`src/rtl/shift_register.sv`:
```
// ---------------------------------------------------------------------------
// shift_register
//   Parameterised serial-in / parallel-out shift register. While load is
//   high, every rising clock edge moves the register by SHIFT_AMOUNT bit
//   positions in the fixed SHIFT_DIRECTION. The vacated positions are filled
//   with copies of the serial bit load_vlaue. Bits shifted out are dropped.
//
// Parameters
//   SHIFT_DIRECTION : "LEFT" (toward MSB) or "RIGHT" (toward LSB)
//   SHIFT_AMOUNT    : bit positions moved per enabled edge, 1..WIDTH-1
//   WIDTH           : register width, >= 2
//
// Ports
//   clk        : rising-edge clock
//   rst        : asynchronous active-low reset, clears the register
//   load       : shift enable
//   load_vlaue : serial input bit
//   po         : parallel register contents (driven straight from the flops)
// ---------------------------------------------------------------------------
module shift_register #(
    parameter string SHIFT_DIRECTION = "LEFT",
    parameter int    SHIFT_AMOUNT    = 1,
    parameter int    WIDTH           = 8
) (
    input  logic             clk,
    input  logic             rst,
    input  logic             load,
    input  logic             load_vlaue,
    output logic [WIDTH-1:0] po
);

    logic [WIDTH-1:0]        sr_q;
    logic [WIDTH-1:0]        sr_d;
    logic [WIDTH-1:0]        shifted_s;
    logic [SHIFT_AMOUNT-1:0] fill_s;

    // Parameter legality is enforced at elaboration so a bad configuration
    // never produces silently wrong slicing.
    if (WIDTH < 2) begin : g_bad_width
        $error("shift_register: WIDTH must be at least 2");
    end

    if ((SHIFT_AMOUNT < 1) || (SHIFT_AMOUNT > (WIDTH - 1))) begin : g_bad_amount
        $error("shift_register: SHIFT_AMOUNT must be in 1..WIDTH-1");
    end

    // Every vacated bit takes the same serial value.
    assign fill_s = {SHIFT_AMOUNT{load_vlaue}};

    if (SHIFT_DIRECTION == "LEFT") begin : g_left
        // Top SHIFT_AMOUNT bits fall off the MSB end.
        assign shifted_s = {sr_q[WIDTH-1-SHIFT_AMOUNT:0], fill_s};
    end else if (SHIFT_DIRECTION == "RIGHT") begin : g_right
        // Low SHIFT_AMOUNT bits fall off the LSB end.
        assign shifted_s = {fill_s, sr_q[WIDTH-1:SHIFT_AMOUNT]};
    end else begin : g_bad_dir
        $error("shift_register: SHIFT_DIRECTION must be \"LEFT\" or \"RIGHT\"");
        assign shifted_s = sr_q;
    end

    // Next-state selection: shift when enabled, otherwise hold.
    always_comb begin
        sr_d = sr_q;
        if (load) begin
            sr_d = shifted_s;
        end else begin
            sr_d = sr_q;
        end
    end

    // State register with asynchronous clear.
    always_ff @(posedge clk or negedge rst) begin
        if (!rst) begin
            sr_q <= {WIDTH{1'b0}};
        end else begin
            sr_q <= sr_d;
        end
    end

    assign po = sr_q;

endmodule

```
`config.mk`:
```
export PLATFORM = sky130hd
export DESIGN_NAME = shift_register
export DESIGN_NICKNAME = d
export VERILOG_FILES = /design/src/rtl/shift_register.sv
export SDC_FILE = /design/constraint.sdc
export NUM_CORES = 1
export LEC_CHECK = 0
export ABC_AREA = 1
export ABC_CLOCK_PERIOD_IN_PS = 800
export BUFFER_PORTS_ARGS = -buffer_cell sky130_fd_sc_hd__buf_2
export CAP_MARGIN = 20
export CORE_AREA = 2 2 39 41
export DETAILED_ROUTE_END_ITERATION = 8
export DIE_AREA = 0 0 41 43
export PLACE_DENSITY_LB_ADDON = 0.08
export RECOVER_POWER = 100
export SETUP_SLACK_MARGIN = 0.5
export SYNTH_ARGS = -nofsm -noshare
export SYNTH_HDL_FRONTEND = slang
export SYNTH_SLANG_ARGS = --single-unit
```
`constraint.sdc`:
```
create_clock -name clk -period 0.8 [get_ports clk]
set_input_delay 0.12 -clock clk [delete_from_list [all_inputs] [get_ports clk]]
set_output_delay 0.12 -clock clk [all_outputs]
set_load 0.01 [all_outputs]
```
==> results.py, run 1 <==
metrics = {
    "run_status": {
        "outcome": "finished with violations",
        "violations": "negative hold slack, negative setup slack",
    },
    "yosys": {
        "synth_compound_area_frac": 0,
        "syn_nets": 38,
        "avgSynthCellArea_um2": 8.98,
        "synthAdderAreaFrac": 0,
        "seq_area_frac_synth": 0.656,
        "synth.distinct_cells": 4,
        "synth-seq-cells": 8,
        "ys.warnings.count": 0,
        "synth_top_family_by_area": "simple AND/OR/NAND/NOR gates",
        "yosys.area_share.simple": 0.295,
        "syn-cell-area_um2": 305,
        "synth_mux_area_frac": 0,
        "synth_xor_area_frac": 0,
        "synth_cells": 34,
    },
    "cells_and_area": {
        "final_cell_mix": "nand2_1, buf_2, dfrtp_1",
        "drive_gt1_frac": 0.421,
        "nFillCells": 159,
        "antenna_cells": 0,
        "finalNetCount": 63,
        "largest_reg_flops": 8,
        "final_common_cell": "nand2_1",
        "syn2layout_area_growth_pct": 56.6,
    },
    "detailed_routing": {
        "wl_per_cell_um": 8.86,
        "wl_um": 647,
        "vias": 288,
        "final_antenna_net_count": 0,
        "dr.pass1.iters": 3,
        "drc": 0,
        "drt_iter0_drc": 2,
        "via_per_inst": 3.95,
    },
    "critical_path": {
        "critical_path_class": "flip-flop to output port",
        "end_kind": "output port",
        "crit_path_top_delay_cell": "dfrtp_1",
        "slowest_delay_ns": 0.38,
        "crit_arrival_ns": 0.76,
        "crit_family": "flip-flops",
        "start_kind": "flip-flop",
        "critical_path.max_fanout": 2,
        "path_cells": "buf_2",
        "crit_buf_inv": 1,
        "crit_required_ns": 0.68,
    },
    "timing": {
        "fin_skew_ns": 0.00258,
        "whs_ns": -0.214,
        "fin_ws_ns": -0.0816,
        "fmax_ghz": 1.13,
        "hold_viol": 8,
        "rsz0062_at_grt": "true",
        "tightest_slew_ns": 0.441,
        "slew_violations": 0,
        "post-route-period-util": 1.10,
        "slew_headroom": 0.706,
        "finalSetupViolCount": 9,
        "fin_crit_ns": 0.882,
    },
    "placed_design": {
        "io_buffers": 11,
        "dp_hpwl_um": 440,
        "place.gp.congestion": 0.663,
    },
    "floorplanning": {
        "coreArea_mm2": 0.00138,
        "initial_core_util": 0.221,
        "die_w_um": 41,
        "fp-row-count": 14,
        "ioPinCount": 12,
        "die_area_mm2": 0.00176,
        "die-height_um": 43,
    },
    "flow_run": {
        "drv_cap": 0,
    },
    "power_and_ir_drop": {
        "ir_worst_vdd_v": 0.000795,
        "finalPower_mw": 1.05,
        "p_per_area_mw_per_mm2": 2200,
        "p_leak_nw": 0.284,
    },
    "global_route": {
        "track_usage": 0.0911,
        "use_met1": 0.129,
        "grt_pass1_wl_um": 1010,
        "antenna_found_initial": 0,
        "grt_pass1_vias": 225,
        "top_usage_layer": "met1",
        "grt_max_degree": 10,
        "use_met2": 0.103,
        "gr-usage-met3": 0.0471,
        "overflow": 0,
    },
    "cts": {
        "clockBufferDepth": 2,
        "cts_root_buf": "clkbuf_4",
        "h-tree-depth": 1,
        "clock_latency_ns": 0.24,
        "path_clk_slew_ns": 0.05,
        "tritoncts": "yes",
        "cts_made_buffers": 3,
        "cts.sinks": 8,
    },
    "worst_hold_path": {
        "hold_path_class": "input port to async pin",
    },
}
==> cell type report <==
cell class                 instances  area, um^2  share of cell area
tap                               16        20.0              0.0419
multi-input combinational         24        95.1               0.199
inverter                           1        3.75             0.00785
clock buffer                       3        22.5              0.0471
sequential                         8         200               0.419
timing repair buffer              21         136               0.285
==> metrics by stage <==
step | cells | area [um^2] | setup WS, ns | utilization | setup TNS (ns)
after CTS | 71 | 452 | -0.0951 | 0.326 | -0.687
after floorplan | 34 | 305 | 0.177 | - | 0
after detailed placement | 60 | 369 | 0.140 | 0.267 | 0
after global placement | 60 | 369 | 0.152 | 0.267 | 0
final | 73 | 478 | -0.0816 | 0.345 | -0.580
after global routing | 73 | 478 | -0.116 | 0.345 | -0.978
==> cell usage after synthesis (all sizes together) <==
cell type	count	area, um^2
inv	1	3.75
buf	1	11.3
dfrtp	8	200
nand2	24	90.1
==> where the power goes <==
group          internal [mW]  total, mW  switching, mW
Clock                  0.171      0.294          0.123
Sequential             0.459      0.483         0.0246
Combinational          0.147      0.275          0.128
==> worst paths after layout <==
check                      startpoint    end  slack, ns  cells after the start
max                             po[7]  po[7]      -0.08                      1
min                               rst  po[7]      -0.21                      1
max reg2reg                     po[0]  po[1]      -0.01                      4
min reg2reg                     po[4]  po[5]       0.56                      3
max in group asynchronous         rst  po[2]       0.71                      1
min in group clk           load_vlaue  po[0]       0.07                      3
==> per-layer routing <==
metal | vias up | part of all wire
li1 | 151 | -
met1 | 128 | 0.45
met2 | 9 | 0.46
met3 | 0 | 0.093
met4 | 0 | 0
met5 | - | 0
==> logic make-up (layout without fill, tap and decap cells) <==
logic type / count (synthesis) / count (layout)
simple gates: 24 / 24
flops: 8 / 8
buf+inv: 2 / 25
==> what timing repair did <==
item	in CTS	in global routing
gates resized for setup	0	7
cloned	0	0
buffers inserted	8	2
endpoints found under the hold margin	8	8
endpoints found under the setup margin	16	16
pin swaps	0	2
No activity file was read; power rests on OpenSTA's default activity.
==> inputs of run 2 (changes only) <==
- CELL_PAD_IN_SITES_DETAIL_PLACEMENT: unset -> 1
- CELL_PAD_IN_SITES_GLOBAL_PLACEMENT: unset -> 1
==> run 2 against run 1 <==
The run still ends with negative hold slack, negative setup slack left. Core utilization is 3.6 points higher. Global-route usage rose by 2.4 points. Sequential share of layout area down 4.0 points. Sequential cell count stayed put. Critical path depth is the same. Sequential power is 1% higher. Fmax is 3.0% lower. Largest power group unchanged.
==> results.py, run 2 (synthesized netlist as in run 1, its figures left out) <==
metrics = {
    "cells_and_area": {
        "finalNetCount": 64,
        "seq_area_um2": 200,
        "largest_reg_flops": 8,
        "syn2layout_area_growth_pct": 73.0,
        "multi_input_area_um2": 115,
        "final_cell_mix": "nand2_1, nand2_2, buf_2",
        "antenna_cells": 0,
        "nFillCells": 173,
        "drive_gt1_frac": 0.603,
        "final_area_um2": 528,
        "final_common_cell": "nand2_1",
    },
    "detailed_routing": {
        "drt_iter0_drc": 0,
        "dr.pass1.iters": 1,
        "via_per_inst": 4.20,
        "wl_per_cell_um": 10.6,
        "wl_um": 784,
        "drc": 0,
        "vias": 311,
        "final_antenna_net_count": 0,
    },
    "global_route": {
        "grt_pass1_vias": 265,
        "grt_pass1_wl_um": 1210,
        "antenna_found_initial": 0,
        "overflow": 0,
        "grt_max_degree": 10,
        "track_usage": 0.116,
    },
    "timing": {
        "finalSetupViolCount": 10,
        "slew_violations": 0,
        "fin_ws_ns": -0.109,
        "whs_ns": -0.234,
        "hold_viol": 8,
        "setup_tns_ns": -0.807,
        "tightest_slew_ns": 0.433,
        "fmax_ghz": 1.10,
        "post-route-period-util": 1.14,
        "rsz0062_at_grt": "true",
        "fin_skew_ns": 0.00168,
        "fin_crit_ns": 0.909,
        "slew_headroom": 0.712,
    },
    "floorplanning": {
        "ioPinCount": 12,
        "fp-row-count": 14,
        "die-height_um": 43,
        "initial_core_util": 0.221,
        "die_w_um": 41,
        "die_area_mm2": 0.00176,
        "coreArea_mm2": 0.00138,
    },
    "cts": {
        "tritoncts": "yes",
        "clock_latency_ns": 0.26,
        "clockBufferDepth": 2,
        "path_clk_slew_ns": 0.06,
        "h-tree-depth": 1,
        "cts_root_buf": "clkbuf_4",
        "cts.sinks": 8,
        "cts_made_buffers": 3,
    },
    "critical_path": {
        "end_kind": "output port",
        "crit_required_ns": 0.68,
        "critical_path.max_fanout": 2,
        "crit_buf_inv": 1,
        "crit_arrival_ns": 0.79,
        "path_cells": "buf_2",
        "crit_path_top_delay_cell": "dfrtp_1",
        "crit_family": "flip-flops",
        "start_kind": "flip-flop",
        "critical_path_class": "flip-flop to output port",
        "slowest_delay_ns": 0.39,
    },
    "power_and_ir_drop": {
        "p_per_area_mw_per_mm2": 2170,
        "p_leak_nw": 0.304,
        "ir_worst_vdd_v": 0.000559,
    },
    "placed_design": {
        "place.gp.congestion": 0.591,
        "dp_hpwl_um": 485,
        "io_buffers": 11,
        "dp_slack_ns": 0.140,
        "dpl_cell_area_um2": 369,
    },
    "worst_hold_path": {
        "hold_path_class": "input port to async pin",
    },
    "flow_run": {
        "drv_cap": 0,
    },
    "run_status": {
        "violations": "negative hold slack, negative setup slack",
        "outcome": "finished with violations",
    },
}
[run 2: changes by cell type in the layout (fill, tap and decap cells not counted)]
cell      before  now
clkbuf_1       3    1
buf_6          4    8
nand2_1       22   14
buf_4          3    2
nand2_2        2   10
[run 2: cell type report]
cell class	instances	share of cell area
repair buffers	22	0.315
multi-input cells	24	0.218
clock buffers	3	0.0427
well taps	16	0.0379
inverters	1	0.00711
flip-flops and latches	8	0.379
[run 2: final timing paths]
kind	start	endpoint	slack (ns)	cells past startpoint
max reg2reg	po[0]	po[1]	-0.02	4
min	rst	po[0]	-0.23	1
max in group asynchronous	rst	po[1]	0.73	1
max	po[5]	po[5]	-0.11	1
min in group clk	load_vlaue	po[0]	0.06	3
min reg2reg	po[4]	po[4]	0.56	3
[run 2: report_power, final]
| group | internal [mW] | total (mW) | switching, mW | leakage (nW) |
|---|---|---|---|---|
| sequential | 0.459 | 0.490 | 0.0309 | 0.103 |
| combinational | 0.187 | 0.333 | 0.146 | 0.187 |
| clock | 0.172 | 0.321 | 0.149 | 0.0138 |
[run 2: routing by layer]
metal	vias up	GRT usage	wire length (um)
met5	-	0	0
li1	151	-	-
met1	145	0.129	331
met4	0	0.120	30
met2	11	0.141	368
met3	4	0.0628	54
[run 2: through the flow]
| step | power, mW | cells | util |
|---|---|---|---|
| after global routing | 1.22 | 74 | 0.382 |
| after detailed placement | 0.665 | 60 | 0.267 |
| after floorplan | 0.583 | 34 | - |
| after global placement | 0.660 | 60 | 0.267 |
| after CTS | 1.11 | 69 | 0.348 |
| final | 1.14 | 74 | 0.382 |
[run 2: worst register-to-register path, delay by kind of cell (launching register included)]
| kind | cells | cell delay [ns] |
|---|---|---|
| flip-flops | 1 | 0.37 |
| buffers and inverters | 2 | 0.24 |
| AND/OR/NAND/NOR | 2 | 0.10 |
[run 2: what timing repair did]
action,CTS,global route
endpoints found under the setup margin,16,16
buffers inserted,6,5
gates cloned,0,0
pin swaps,3,5
resized for setup,15,4
hold endpoints to repair,8,8
